File: config.mk
export PLATFORM = sky130hd
export DESIGN_NAME = imem_loader
export DESIGN_NICKNAME = d
export VERILOG_FILES = /design/src/rtl/imem_loader_pkg.sv /design/src/rtl/imem_loader_word_assembler.sv /design/src/rtl/imem_loader.sv
export SDC_FILE = /design/constraint.sdc
export NUM_CORES = 1
export LEC_CHECK = 0
export CORE_MARGIN = 4
export CORE_UTILIZATION = 45
export CTS_CLUSTER_SIZE = 8
export DETAILED_ROUTE_END_ITERATION = 16
export MAX_ROUTING_LAYER = met4
export PLACE_DENSITY = 0.76
export SETUP_SLACK_MARGIN = 0.02
export SLEW_MARGIN = 25
export SYNTH_ARGS = -nofsm -noshare
export SYNTH_HDL_FRONTEND = slang
export SYNTH_SLANG_ARGS = --single-unit
File: constraint.sdc
create_clock -name clk -period 3 [get_ports clk]
set_input_delay 0.45 -clock clk [delete_from_list [all_inputs] [get_ports clk]]
set_output_delay 0.45 -clock clk [all_outputs]
set_load 0.02 [all_outputs]
File: src/rtl/imem_loader_pkg.sv
// Shared types and constants for the boot-time instruction-memory loader.
// Latency: n/a (declarations only).
// Backpressure: n/a.
//
// Contents: loader state encodings (3 bits), the instruction word width and
// the width of the frame word-count field.
package imem_loader_pkg;

    // Instruction word width used across the CPU codebase.
    localparam int LD_WORD_W = 32;
    // Frame header carries a 16-bit little-endian word count.
    localparam int LD_CNT_W  = 16;

    typedef enum logic [2:0] {
        LD_HDR_LO = 3'd0,
        LD_HDR_HI = 3'd1,
        LD_DATA   = 3'd2,
        LD_CSUM   = 3'd3,
        LD_DONE   = 3'd4,
        LD_ERROR  = 3'd5
    } ld_state_t;

    // States in which the loader is consuming stream bytes.
    function automatic logic ld_takes_bytes(input ld_state_t s);
        return (s == LD_HDR_LO) || (s == LD_HDR_HI) ||
               (s == LD_DATA)   || (s == LD_CSUM);
    endfunction

endpackage

File: src/rtl/imem_loader_word_assembler.sv
// Shifts stream bytes into little-endian 32-bit words, one byte lane at a time.
// Latency: word_vld/word_dat registered one cycle after the lane-3 byte.
// Backpressure: none; consumes every byte_vld, caller gates acceptance.
//
// Ports: clk, reset (sync, active-high), clear (drop partial word),
//        byte_vld/byte_dat (accepted byte), lane (next byte lane 0..3),
//        word_vld (one-cycle pulse), word_dat (assembled word, held).
module word_assembler
    import imem_loader_pkg::*;
(
    input  logic                 clk,
    input  logic                 reset,
    input  logic                 clear,
    input  logic                 byte_vld,
    input  logic [7:0]           byte_dat,
    output logic [1:0]           lane,
    output logic                 word_vld,
    output logic [LD_WORD_W-1:0] word_dat
);

    logic [1:0]  lane_q;
    logic [23:0] acc_q;    // bytes 0..2 of the word in progress, byte 0 lowest

    always_ff @(posedge clk) begin
        if (reset) begin
            lane_q   <= 2'd0;
            acc_q    <= 24'd0;
            word_vld <= 1'b0;
            word_dat <= '0;
        end else begin
            // A word registered on the previous edge still presents for its
            // one cycle even if clear arrives now.
            word_vld <= 1'b0;
            if (clear) begin
                lane_q <= 2'd0;
                acc_q  <= 24'd0;
            end else if (byte_vld) begin
                if (lane_q == 2'd3) begin
                    word_dat <= {byte_dat, acc_q};
                    word_vld <= 1'b1;
                    lane_q   <= 2'd0;
                    acc_q    <= 24'd0;
                end else begin
                    // Shift down so that after three bytes acc = {b2, b1, b0}.
                    acc_q  <= {byte_dat, acc_q[23:8]};
                    lane_q <= lane_q + 2'd1;
                end
            end
        end
    end

    assign lane = lane_q;

endmodule

File: src/rtl/imem_loader.sv
// Boot loader: framed byte stream -> sequential instruction-memory writes, holds CPU in reset until loaded.
// Latency: mem_we one cycle after the 4th byte of a word; done with the final write (or checksum).
// Backpressure: in_ready low only in DONE/ERROR and during restart; otherwise a byte every cycle.
//
// Ports: clk, reset (sync, active-high), restart (pulse, re-arm for a new header),
//        in_data/in_valid/in_ready (byte stream), mem_we/mem_addr/mem_wdata (imem write),
//        cpu_hold (CPU reset), done, error.
// Option: define IMEM_LOADER_CHECKSUM_EN to expect a trailing XOR-of-payload byte.
module imem_loader
    import imem_loader_pkg::*;
#(
    parameter int WIDTH     = LD_WORD_W,
    parameter int ADDR_BITS = 8,
    parameter int DEPTH     = 256
) (
    input  logic                 clk,
    input  logic                 reset,
    input  logic                 restart,
    input  logic [7:0]           in_data,
    input  logic                 in_valid,
    output logic                 in_ready,
    output logic                 mem_we,
    output logic [ADDR_BITS-1:0] mem_addr,
    output logic [WIDTH-1:0]     mem_wdata,
    output logic                 cpu_hold,
    output logic                 done,
    output logic                 error
);

    ld_state_t             state_q, state_d;
    logic [LD_CNT_W-1:0]   count_q;
    logic [ADDR_BITS-1:0]  word_idx_q;
    logic [ADDR_BITS-1:0]  mem_addr_q;
    logic [1:0]            lane;
    logic                  byte_fire;
    logic                  data_fire;
    logic                  word_fire;
    logic                  last_word;
    logic [LD_CNT_W-1:0]   hdr_n;
`ifdef IMEM_LOADER_CHECKSUM_EN
    logic [7:0]            csum_q;
`endif

    assign in_ready  = ld_takes_bytes(state_q) && !restart;
    assign byte_fire = in_valid && in_ready;
    assign data_fire = byte_fire && (state_q == LD_DATA);
    assign word_fire = data_fire && (lane == 2'd3);
    // Full count as it will be once the high byte lands this cycle.
    assign hdr_n     = {in_data, count_q[7:0]};
    assign last_word = (LD_CNT_W'(word_idx_q) == (count_q - LD_CNT_W'(1)));

    word_assembler u_word_assembler (
        .clk      (clk),
        .reset    (reset),
        .clear    (restart),
        .byte_vld (data_fire),
        .byte_dat (in_data),
        .lane     (lane),
        .word_vld (mem_we),
        .word_dat (mem_wdata)
    );

    always_ff @(posedge clk) begin
        if (reset) begin
            state_q <= LD_HDR_LO;
        end else begin
            state_q <= state_d;
        end
    end

    always_comb begin
        state_d = state_q;
        if (restart) begin
            state_d = LD_HDR_LO;
        end else begin
            case (state_q)
                LD_HDR_LO: if (byte_fire) state_d = LD_HDR_HI;
                LD_HDR_HI: begin
                    if (byte_fire) begin
                        if (hdr_n == '0) begin
`ifdef IMEM_LOADER_CHECKSUM_EN
                            state_d = LD_CSUM;   // empty image still carries a 0x00 checksum
`else
                            state_d = LD_DONE;
`endif
                        end else if (hdr_n > LD_CNT_W'(DEPTH)) begin
                            state_d = LD_ERROR;
                        end else begin
                            state_d = LD_DATA;
                        end
                    end
                end
                LD_DATA: begin
                    if (word_fire && last_word) begin
`ifdef IMEM_LOADER_CHECKSUM_EN
                        state_d = LD_CSUM;
`else
                        state_d = LD_DONE;
`endif
                    end
                end
`ifdef IMEM_LOADER_CHECKSUM_EN
                LD_CSUM: begin
                    if (byte_fire) begin
                        state_d = (in_data == csum_q) ? LD_DONE : LD_ERROR;
                    end
                end
`endif
                LD_DONE:  state_d = LD_DONE;
                LD_ERROR: state_d = LD_ERROR;
                default:  state_d = LD_HDR_LO;
            endcase
        end
    end

    // Frame bookkeeping; cleared by restart so a new header starts from scratch.
    always_ff @(posedge clk) begin
        if (reset || restart) begin
            count_q    <= '0;
            word_idx_q <= '0;
`ifdef IMEM_LOADER_CHECKSUM_EN
            csum_q     <= 8'd0;
`endif
        end else begin
            if (byte_fire && (state_q == LD_HDR_LO)) begin
                count_q[7:0] <= in_data;
            end
            if (byte_fire && (state_q == LD_HDR_HI)) begin
                count_q[15:8] <= in_data;
            end
            if (word_fire) begin
                word_idx_q <= word_idx_q + ADDR_BITS'(1);
            end
`ifdef IMEM_LOADER_CHECKSUM_EN
            if (data_fire) begin
                csum_q <= csum_q ^ in_data;
            end
`endif
        end
    end

    // Address register is not cleared by restart: a write already in flight
    // must still present its own address.
    always_ff @(posedge clk) begin
        if (reset) begin
            mem_addr_q <= '0;
        end else if (word_fire) begin
            mem_addr_q <= word_idx_q;
        end
    end

    assign mem_addr = mem_addr_q;
    assign cpu_hold = (state_q != LD_DONE);
    assign done     = (state_q == LD_DONE);
    assign error    = (state_q == LD_ERROR);

endmodule
==> results of run 1 <==
==> per-layer routing <==
metal | GRT usage, % | part of all wire, %
met1 | 24.6 | 44
met2 | 30.7 | 50
met3 | 4.06 | 4.0
met4 | 7.06 | 2.1
met5 | - | 0
==> logic make-up (layout without fill, tap and decap cells) <==
kind of cell	Yosys count	in the layout	share of synthesized area, %
and+or+nand+nor	224	224	27.4
AOI/OAI and AO/OA	119	119	17.0
DFF	94	94	47.7
buffers and inverters	41	87	4.12
xor gates and xnor gates	13	13	2.88
adders and majority gates	3	3	0.951
==> cell type report <==
type,count,area (sq um),area share [%]
Clock buffer,10,138,2.88
Clock inverter,6,75.1,1.57
Inverter,5,18.8,0.392
Multi-Input combinational cell,359,1900,39.8
Sequential cell,94,1880,39.3
Tap cell,105,131,2.75
Timing Repair Buffer,66,636,13.3
==> state kept, by name, summed over array words and instances, names as in the netlist <==
name / flops
word_idx_q: 8
count_q: 16
u_word_assembler.word_dat: 32
mem_addr: 8
u_word_assembler.acc_q: 24
u_word_assembler.word_vld: 1
u_word_assembler.lane: 2
state_q: 3
==> report_power, final <==
| group | internal, mW | switching, mW | leakage [nW] |
|---|---|---|---|
| clock network | 0.423 | 0.462 | 0.106 |
| registers | 1.25 | 0.00560 | 0.757 |
| logic | 0.0435 | 0.0676 | 0.671 |
==> worst max-delay path by stage <==
stage	startpoint	endpoint	slack [ps]	cells after the start
after floorplan	count_q[0]$_SDFFE_PP0P_	state_q[1]$_SDFFE_PP0P_	690	10
after global placement	count_q[0]$_SDFFE_PP0P_	state_q[1]$_SDFFE_PP0P_	600	8
after detailed placement	count_q[0]$_SDFFE_PP0P_	state_q[1]$_SDFFE_PP0P_	520	8
after CTS	count_q[0]$_SDFFE_PP0P_	state_q[1]$_SDFFE_PP0P_	500	8
after global routing	count_q[0]$_SDFFE_PP0P_	state_q[1]$_SDFFE_PP0P_	390	8
final	count_q[0]$_SDFFE_PP0P_	state_q[1]$_SDFFE_PP0P_	500	8
==> worst min-delay path, delay by kind of cell (launching register included) <==
| family | cells | cell delay [ps] |
|---|---|---|
| AND/OR/NAND/NOR | 1 | 50 |
| AO/OA/AOI/OAI | 1 | 50 |
| flip-flops | 1 | 320 |
==> cells in the mapped netlist, drive strengths merged, types with 6 or more instances <==
master / n / area [sq um]
nand2: 107 / 402
dfxtp: 94 / 1880
a21oi: 89 / 445
nor2: 40 / 150
clkbuf: 33 / 124
nor3b: 27 / 208
o21ai: 16 / 80.1
nand3: 11 / 55.1
nor3: 9 / 45.0
nor4: 7 / 50.1
xnor2: 7 / 61.3
xor2: 6 / 52.6
==> metrics by stage <==
step / setup WS [ps] / total power, mW / instance area [sq um] / hold WS (ps) / cells
floorplan: 695 / 1.35 / 3950 / 432 / 494
global placement: 597 / 1.39 / 4570 / 444 / 629
detailed placement: 519 / 1.39 / 4570 / 451 / 629
CTS: 502 / 2.27 / 4780 / 465 / 645
global route: 385 / 2.34 / 4780 / 481 / 645
finish: 500 / 2.25 / 4780 / 459 / 645
==> flow_summary_export.csv, run 1 <==
group,metric,value,unit
yosys,synth_edf_count,0,
global_route,grt_overflow,0,
setup_path,crit_fanout,9,
timing,fin_tns_setup,0,ps
final_layout,final_util,57.1,%
clock_tree,clock_latency,360,ps
final_layout,antenna_cells,0,
pwr,power.leakage,1.53,nW
clock_tree,numClockSinks,94,
worst_hold_path,worstHoldStart,"mem_addr[5]$_SDFFE_PP0P_",
yosys,synth-seq-area-share,47.7,%
global_route,antenna_found_initial,0,
drt,vias,3532,
pwr,ir_worst_vdd,0.254,mV
floorplan,start_util,47.1,%
worst_hold_path,whs_endpoint,"mem_addr[5]$_SDFFE_PP0P_",
drt,first_pass_iters,4,
clock_tree,postCtsSetupBuffers,0,
yosys,yosysUniqueCellTypes,49,
drt,antenna_left,0,
drt,wl_per_cell,14.5,um
floorplan,core,0.00838,sq mm
final_layout,layout_commonest_cell,"nand2_1",
timing,max_freq,400,MHz
global_route,grt_pass1_vias,3303,
final_layout,layout-drive-gt1-share,6.11,%
clock_tree,cts_resized,0,
setup_path,cp_cell_sequence,"inv_1 -> ha_1 -> or3b_2 -> a2111oi_4 -> o21ai_1 -> a22oi_2 -> nand4_1 -> a22o_1",
setup_path,cp-end-kind,"flop",
timing,slew_viol_final,0,
global_route,grt_max_degree,52,
setup_path,crit_family,"compound AO/OA/AOI/OAI gates",
setup_path,start_kind,"flop",
setup_path,reg2reg_from,"count_q[0]$_SDFFE_PP0P_",
yosys,netlist_instances,494,
flow_run,maxCapViolCount,0,
floorplan,die_area,0.0103,sq mm
placed_design,place_hpwl,6590,um
final_layout,final_nets,550,
timing,fin_crit,2500,ps
setup_path,critPathKind,"flop to flop",
drt,drc_errors,0,
yosys,yosys_most_used_dff,"dfxtp_1",
floorplan,row_count,33,
timing,grt_setup_unrepaired,"no",
worst_hold_path,whs_path_depth,2,
setup_path,worstPathArrival,2760,ps
floorplan,die_w,102,um
clock_tree,cts_hold_buf,0,
yosys,ys_seq_elements,94,
clock_tree,cts-root-buf,"clkbuf_8",
setup_path,r2r_slack,500,ps
global_route,grt_first_pass_wirelength,15700,um
worst_hold_path,hp-class,"flop to flop",
yosys,synthArstFlopShare,0,%
yosys,synth_fp_nets,509,
final_layout,fill_cells,754,
placed_design,numPortBuffers,56,
final_layout,final_cell_mix,"107 x nand2_1, 94 x dfxtp_1, 89 x a21oi_1",
pwr,p_per_area,471,mW/mm^2
timing,finClkSkew,10.4,ps
setup_path,cp_slowest_stage_delay,570,ps
placed_design,gp_congestion,0.888,
final_layout,area_growth_syn_to_layout,21.2,%
global_route,grt.total_usage,19.5,%
yosys,yosysWarnings,0,
yosys,avgSynthCellArea,7.99,sq um
timing,finalCritPeriodShare,83.3,%
clock_tree,htree_levels,3,
clock_tree,cts_buffers,9,
floorplan,pin_count,57,
timing,hold_viol,0,
setup_path,worst-path-buf-inv,1,
drt,via_per_inst,5.48,
clock_tree,clk_pin_slew,90,ps
clock_tree,cts_tree,"built",
timing,timing.slew.headroom,63.7,%
setup_path,cpMaxStageDelayCell,"or3b_2",
setup_path,regToRegEndpoint,"state_q[1]$_SDFFE_PP0P_",
run_status,outcome,"complete, no violations",
setup_path,crit_required,3260,ps
setup_path,reg2reg_depth,8,
timing,finalSetupViolations,0,
floorplan,die_h,102,um
yosys,netlist_area,0.00395,sq mm
timing,worstMarginPinSlew,542,ps
clock_tree,cts_max_path_buffers,2,
drt,wirelength,9340,um
drt,drt_iter0_drc,256,
(Power assumes the default switching activity.)
==> run 2, diff against run 1 <==
--- a/config.mk
+++ b/config.mk
@@ -10,7 +10,7 @@
 export CTS_CLUSTER_SIZE = 8
 export DETAILED_ROUTE_END_ITERATION = 16
 export MAX_ROUTING_LAYER = met4
-export PLACE_DENSITY = 0.76
+export PLACE_DENSITY = 0.79
 export SETUP_SLACK_MARGIN = 0.02
 export SLEW_MARGIN = 25
 export SYNTH_ARGS = -nofsm -noshare
==> constraint.sdc (replaced) <==
create_clock -name clk -period 2.05 [get_ports clk]
set_input_delay 0.3075 -clock clk [delete_from_list [all_inputs] [get_ports clk]]
set_output_delay 0.3075 -clock clk [all_outputs]
set_load 0.02 [all_outputs]
==> run 2 against run 1 <==
The run now ends with setup timing left. Sequential share of layout area decreased by 1.8 points. Hold slack got worse by 0.83 ps. Clock skew increased by 1.3 ps. Flip-flop and latch count unchanged. Worst setup slack got worse by 540 ps. Power increased by 43%. Largest cell class unchanged. Largest power group unchanged.
==> flow_summary_export.csv, run 2 (synthesis gave the netlist of run 1 again) <==
group,metric,value,unit
final_layout,regMostFlops,"u_word_assembler.word_dat",
timing,hold_viol,0,
floorplan,pin_count,57,
final_layout,antenna_cells,0,
setup_path,worstPathArrival,2350,ps
placed_design,place_hpwl,7130,um
setup_path,critPathKind,"flop to flop",
global_route,grt.total_usage,20.9,%
global_route,antenna_found_initial,0,
floorplan,die_area,0.0103,sq mm
drt,via_per_inst,5.47,
clock_tree,cts_max_path_buffers,2,
drt,first_pass_iters,4,
placed_design,gp_congestion,0.949,
final_layout,reg_top3,"u_word_assembler.word_dat: 32 flops, u_word_assembler.acc_q: 24 flops, count_q: 16 flops",
drt,route.met2.wl,4820,um
setup_path,crit_required,2300,ps
setup_path,cp_slowest_stage_delay,610,ps
final_layout,layout-drive-gt1-share,11.4,%
drt,wirelength,9990,um
setup_path,crit_family,"simple AND/OR/NAND/NOR gates",
drt,drt_iter0_drc,210,
floorplan,die_h,102,um
run_status,outcome,"finished with violations",
final_layout,layout_commonest_cell,"nand2_1",
timing,grt_setup_unrepaired,"yes",
timing,finalCritPeriodShare,102,%
setup_path,cp_cell_sequence,"or4_4 -> o41ai_4 -> a21oi_1 -> nor4bb_1 -> nand4_1 -> a22o_1",
final_layout,multi_input_area,0.00195,sq mm
clock_tree,htree_levels,3,
drt,antenna_left,0,
setup_path,start_kind,"flop",
clock_tree,cts_tree,"built",
setup_path,worst-path-buf-inv,0,
timing,finClkSkew,11.7,ps
timing,finalSetupViolations,2,
drt,drc_errors,0,
run_status,violations,"setup timing",
drt,wl_met3,536,um
setup_path,cpMaxStageDelayCell,"or4_4",
global_route,grt_max_degree,52,
floorplan,core,0.00838,sq mm
clock_tree,postCtsSetupBuffers,0,
global_route,grt_pass1_vias,3611,
timing,timing.slew.headroom,65.3,%
timing,max_freq,478,MHz
clock_tree,clk_pin_slew,90,ps
clock_tree,numClockSinks,94,
placed_design,numPortBuffers,56,
worst_hold_path,whs_path_depth,2,
pwr,p_per_area,640,mW/mm^2
placed_design,dp_worst_setup_slack,-156,ps
drt,vias,3648,
drt,wl_per_cell,15.0,um
final_layout,fill_cells,761,
worst_hold_path,whs_endpoint,"u_word_assembler.word_dat[28]$_SDFFE_PP0P_",
timing,worstMarginPinSlew,518,ps
setup_path,reg2reg_depth,6,
setup_path,crit_fanout,7,
placed_design,placedCellCount,652,
timing,slew_viol_final,0,
final_layout,largest_register_ffs,32,
clock_tree,cts-root-buf,"clkbuf_8",
setup_path,cp-end-kind,"flop",
clock_tree,clock_latency,350,ps
final_layout,fin_cells,667,
floorplan,die_w,102,um
final_layout,final_nets,573,
timing,postLayoutSetupSlackWorst,-41.8,ps
final_layout,regArea,0.00189,sq mm
drt,wl_met1,4330,um
final_layout,final_util,59.9,%
setup_path,r2r_slack,-40,ps
pwr,power.leakage,1.67,nW
setup_path,reg2reg_from,"count_q[2]$_SDFFE_PP0P_",
global_route,grt_overflow,0,
setup_path,regToRegEndpoint,"state_q[1]$_SDFFE_PP0P_",
final_layout,final_cell_mix,"107 x nand2_1, 91 x dfxtp_1, 89 x a21oi_1",
timing,fin_crit,2090,ps
drt,topRoutingLayerUsed,"met4",
final_layout,area_growth_syn_to_layout,27.2,%
flow_run,maxCapViolCount,0,
global_route,grt_first_pass_wirelength,16800,um
worst_hold_path,worstHoldStart,"u_word_assembler.word_dat[28]$_SDFFE_PP0P_",
pwr,ir_worst_vdd,0.397,mV
worst_hold_path,hp-class,"flop to flop",
floorplan,start_util,47.1,%
floorplan,row_count,33,
clock_tree,cts_buffers,9,
clock_tree,cts_hold_buf,0,
==> run 2: cell count changes in the layout (fill, tap and decap cells not counted), moves of 3 or more <==
| cell | delta |
|---|---|
| buf_4 | +20 |
| buf_12 | +3 |
| clkdlybuf4s50_1 | -3 |
| dfxtp_1 | -3 |
| dfxtp_2 | +3 |
==> run 2: report_power, final <==
group / switching [mW] / internal, mW / total [mW] / leakage [nW]
logic: 0.108 / 0.0840 / 0.192 / 0.826
registers: 0.00793 / 1.83 / 1.84 / 0.759
clock network: 0.626 / 0.560 / 1.19 / 0.0888
total: 0.742 / 2.47 / 3.21 / 1.67
==> run 2: through the flow <==
stage	hold slack, ps	setup TNS, ps	total power [mW]	instance area, sq um
6_report	459	-50.4	3.21	5020
5_1_grt	475	-229	3.34	5020
4_1_cts	459	-278	3.23	5000
3_5_place_dp	448	-737	2.07	4810
3_3_place_gp	444	-95.7	2.06	4810
2_1_floorplan	432	0	1.98	4000
==> run 2: cell type report <==
| class | count | share of cell area, % |
|---|---|---|
| inverter | 5 | 0.374 |
| timing repair buffer | 89 | 16.8 |
| sequential | 94 | 37.5 |
| tap | 105 | 2.62 |
| clock buffer | 10 | 2.54 |
| clock inverter | 5 | 1.17 |
| multi-input combinational | 359 | 38.9 |
==> run 2: per-layer routing <==
| layer | up-vias | GRT usage (%) |
|---|---|---|
| met5 | - | - |
| met4 | 0 | 9.20 |
| met2 | 96 | 33.1 |
| met1 | 1704 | 24.9 |
| li1 | 1819 | - |
| met3 | 29 | 5.72 |
==> run 2: worst register-to-register path: cells and delay by family (launching register included) <==
kind	cells	cell delay [ps]
compound gates	3	610
simple gates	3	1060
flops	1	330
==> run 2: how the worst max path moves through the flow <==
stage	slack (ps)	from	end	depth (start not counted)
floorplan	20	count_q[0]$_SDFFE_PP0P_	state_q[1]$_SDFFE_PP0P_	10
global placement	-60	restart	state_q[1]$_SDFFE_PP0P_	7
detailed placement	-160	restart	state_q[1]$_SDFFE_PP0P_	7
CTS	-140	count_q[1]$_SDFFE_PP0P_	state_q[1]$_SDFFE_PP0P_	8
global route	-140	count_q[2]$_SDFFE_PP0P_	state_q[1]$_SDFFE_PP0P_	6
finish	-40	count_q[2]$_SDFFE_PP0P_	state_q[1]$_SDFFE_PP0P_	6
==> run 2: repair_timing <==
item                                    CTS  global route
gates resized for setup                   2             5
endpoints found under the setup margin    4             3
pin swaps                                 0             7
==> run 3, diff against run 2 <==
--- a/config.mk
+++ b/config.mk
@@ -7,6 +7,7 @@
 export LEC_CHECK = 0
 export CORE_MARGIN = 4
 export CORE_UTILIZATION = 45
+export CTS_BUF_LIST = sky130_fd_sc_hd__clkbuf_4
 export CTS_CLUSTER_SIZE = 8
 export DETAILED_ROUTE_END_ITERATION = 16
 export MAX_ROUTING_LAYER = met4
==> run 3 against run 2 <==
The flow still finishes with violations (setup timing). Clock skew increased by 13 ps. Worst setup slack got worse by 19 ps. Register-to-register slack got worse by 20 ps. Clock power decreased by 18%. Critical path type unchanged. Power decreased by 6.3%. Sequential share of layout area increased by 0.44 points. Hold slack got worse by 13 ps. Fmax decreased by 0.88%. Design area decreased by 1.1%.
==> flow_summary_export.csv, run 3 (synthesis gave the netlist of run 1 again) <==
group,metric,value,unit
timing,max_freq,474,MHz
floorplan,core,0.00838,sq mm
global_route,grt.total_usage,20.6,%
clock_tree,htree_levels,3,
placed_design,gp_congestion,0.949,
pwr,p_int,2.30,mW
clock_tree,postCtsSetupBuffers,0,
setup_path,r2r_slack,-60,ps
pwr,p_total,3.01,mW
floorplan,die_w,102,um
final_layout,largest_register_ffs,32,
timing,postLayoutSetupSlackWorst,-60.4,ps
floorplan,die_h,102,um
pwr,p_seq_share,61.1,%
setup_path,cp-end-kind,"flop",
clock_tree,cts-root-buf,"clkbuf_4",
setup_path,start_kind,"flop",
final_layout,fill_cells,770,
timing,grt_setup_unrepaired,"yes",
global_route,antenna_found_initial,0,
drt,vias,3665,
clock_tree,clock_latency,430,ps
setup_path,crit_required,2390,ps
pwr,p_per_area,606,mW/mm^2
floorplan,die_area,0.0103,sq mm
drt,antenna_left,0,
final_layout,final_area,0.00497,sq mm
drt,via_per_inst,5.49,
final_layout,area_growth_syn_to_layout,25.8,%
run_status,outcome,"finished with violations",
floorplan,start_util,47.1,%
timing,timing.slew.headroom,65.4,%
setup_path,reg2reg_depth,6,
drt,drc_errors,0,
pwr,combPwrFrac,6.4,%
clock_tree,numClockSinks,94,
pwr,p_clk_share,32.6,%
setup_path,worstPathArrival,2450,ps
setup_path,critPathKind,"flop to flop",
timing,worstMarginPinSlew,517,ps
pwr,switchingPower,0.714,mW
final_layout,regMostFlops,"u_word_assembler.word_dat",
run_status,violations,"setup timing",
global_route,grt_pass1_vias,3527,
drt,drt_iter0_drc,226,
final_layout,final_cell_mix,"107 x nand2_1, 90 x dfxtp_1, 89 x a21oi_1",
floorplan,row_count,33,
flow_run,maxCapViolCount,0,
pwr,power.leakage,1.65,nW
drt,first_pass_iters,5,
final_layout,final_util,59.3,%
drt,wirelength,9890,um
final_layout,layout-drive-gt1-share,11.7,%
final_layout,multi_input_area,0.00195,sq mm
final_layout,fin_cells,667,
placed_design,postPlaceCellArea,0.00481,sq mm
clock_tree,cts_buffers,9,
final_layout,reg_top3,"u_word_assembler.word_dat: 32 flops, u_word_assembler.acc_q: 24 flops, count_q: 16 flops",
placed_design,numPortBuffers,56,
clock_tree,cts_tree,"built",
global_route,grt_first_pass_wirelength,16600,um
floorplan,pin_count,57,
final_layout,antenna_cells,0,
pwr,ir_worst_vdd,0.440,mV
final_layout,final_nets,573,
placed_design,place_hpwl,7130,um
final_layout,regArea,0.00189,sq mm
clock_tree,clk_pin_slew,150,ps
global_route,grt_overflow,0,
worst_hold_path,whs_path_depth,2,
timing,slew_viol_final,0,
worst_hold_path,hp-class,"flop to flop",
pwr,p_sw_share,23.7,%
timing,fin_crit,2110,ps
timing,finalCritPeriodShare,103,%
setup_path,crit_fanout,7,
timing,hold_viol,0,
global_route,grt_max_degree,52,
timing,finClkSkew,25.2,ps
drt,wl_per_cell,14.8,um
timing,finalSetupViolations,2,
placed_design,placedCellCount,652,
final_layout,layout_commonest_cell,"nand2_1",
clock_tree,cts_max_path_buffers,2,
run 3: cell count changes in the layout (fill, tap and decap cells not counted), sizes merged:
cell	change
dlymetal6s2s	-1
dlygate4sd2	+1
run 3: routing by layer:
metal	GRT usage (%)	wire, um	vias up
li1	-	-	1821
met1	25.4	4210	1721
met2	33.7	4950	108
met3	3.72	525	15
met4	7.57	208	0
met5	-	0	-
run 3: worst paths after layout:
kind / to / start
max: state_q[1]$_SDFFE_PP0P_ / count_q[2]$_SDFFE_PP0P_
min: u_word_assembler.word_dat[8]$_SDFFE_PP0P_ / u_word_assembler.acc_q[8]$_SDFFE_PP0N_
max reg2reg: state_q[1]$_SDFFE_PP0P_ / count_q[2]$_SDFFE_PP0P_
min reg2reg: u_word_assembler.word_dat[8]$_SDFFE_PP0P_ / u_word_assembler.acc_q[8]$_SDFFE_PP0N_
run 3: final cells by class:
class	instances	area share, %
Clock buffer	10	1.51
Clock inverter	5	1.18
Inverter	5	0.378
Multi-Input combinational cell	359	39.3
Sequential cell	94	38.0
Tap cell	105	2.64
Timing Repair Buffer	89	17.0
run 3: power groups by stage:
stage | Sequential [mW] | Combinational, mW | Clock, mW
after floorplan | 1.88 | 0.108 | 0
after global placement | 1.88 | 0.185 | 0
after detailed placement | 1.88 | 0.187 | 0
after CTS | 1.84 | 0.188 | 1.01
after global routing | 1.84 | 0.206 | 1.08
final | 1.84 | 0.192 | 0.980
run 3: metrics by stage:
step / setup TNS, ps / hold WS, ps / worst slack [ps]
6_report: -95.7 / 446 / -60.4
5_1_grt: -250 / 481 / -145
4_1_cts: -297 / 444 / -150
3_5_place_dp: -737 / 448 / -156
3_3_place_gp: -95.7 / 444 / -60.3
2_1_floorplan: 0 / 432 / 24.9
run 3: critical path, stage by stage (launching register included):
cell and delay, ps:
dfxtp_2 340, or4_4 610, o41ai_4 250, a21oi_1 100
nor4bb_1 280, nand4_1 190, a22o_1 260
run 3: timing repair:
action,4_1_cts,5_1_grt
endpoints found under the setup margin,5,2
hold buffers,0,0
pin swaps,0,7
gates resized for setup,4,4
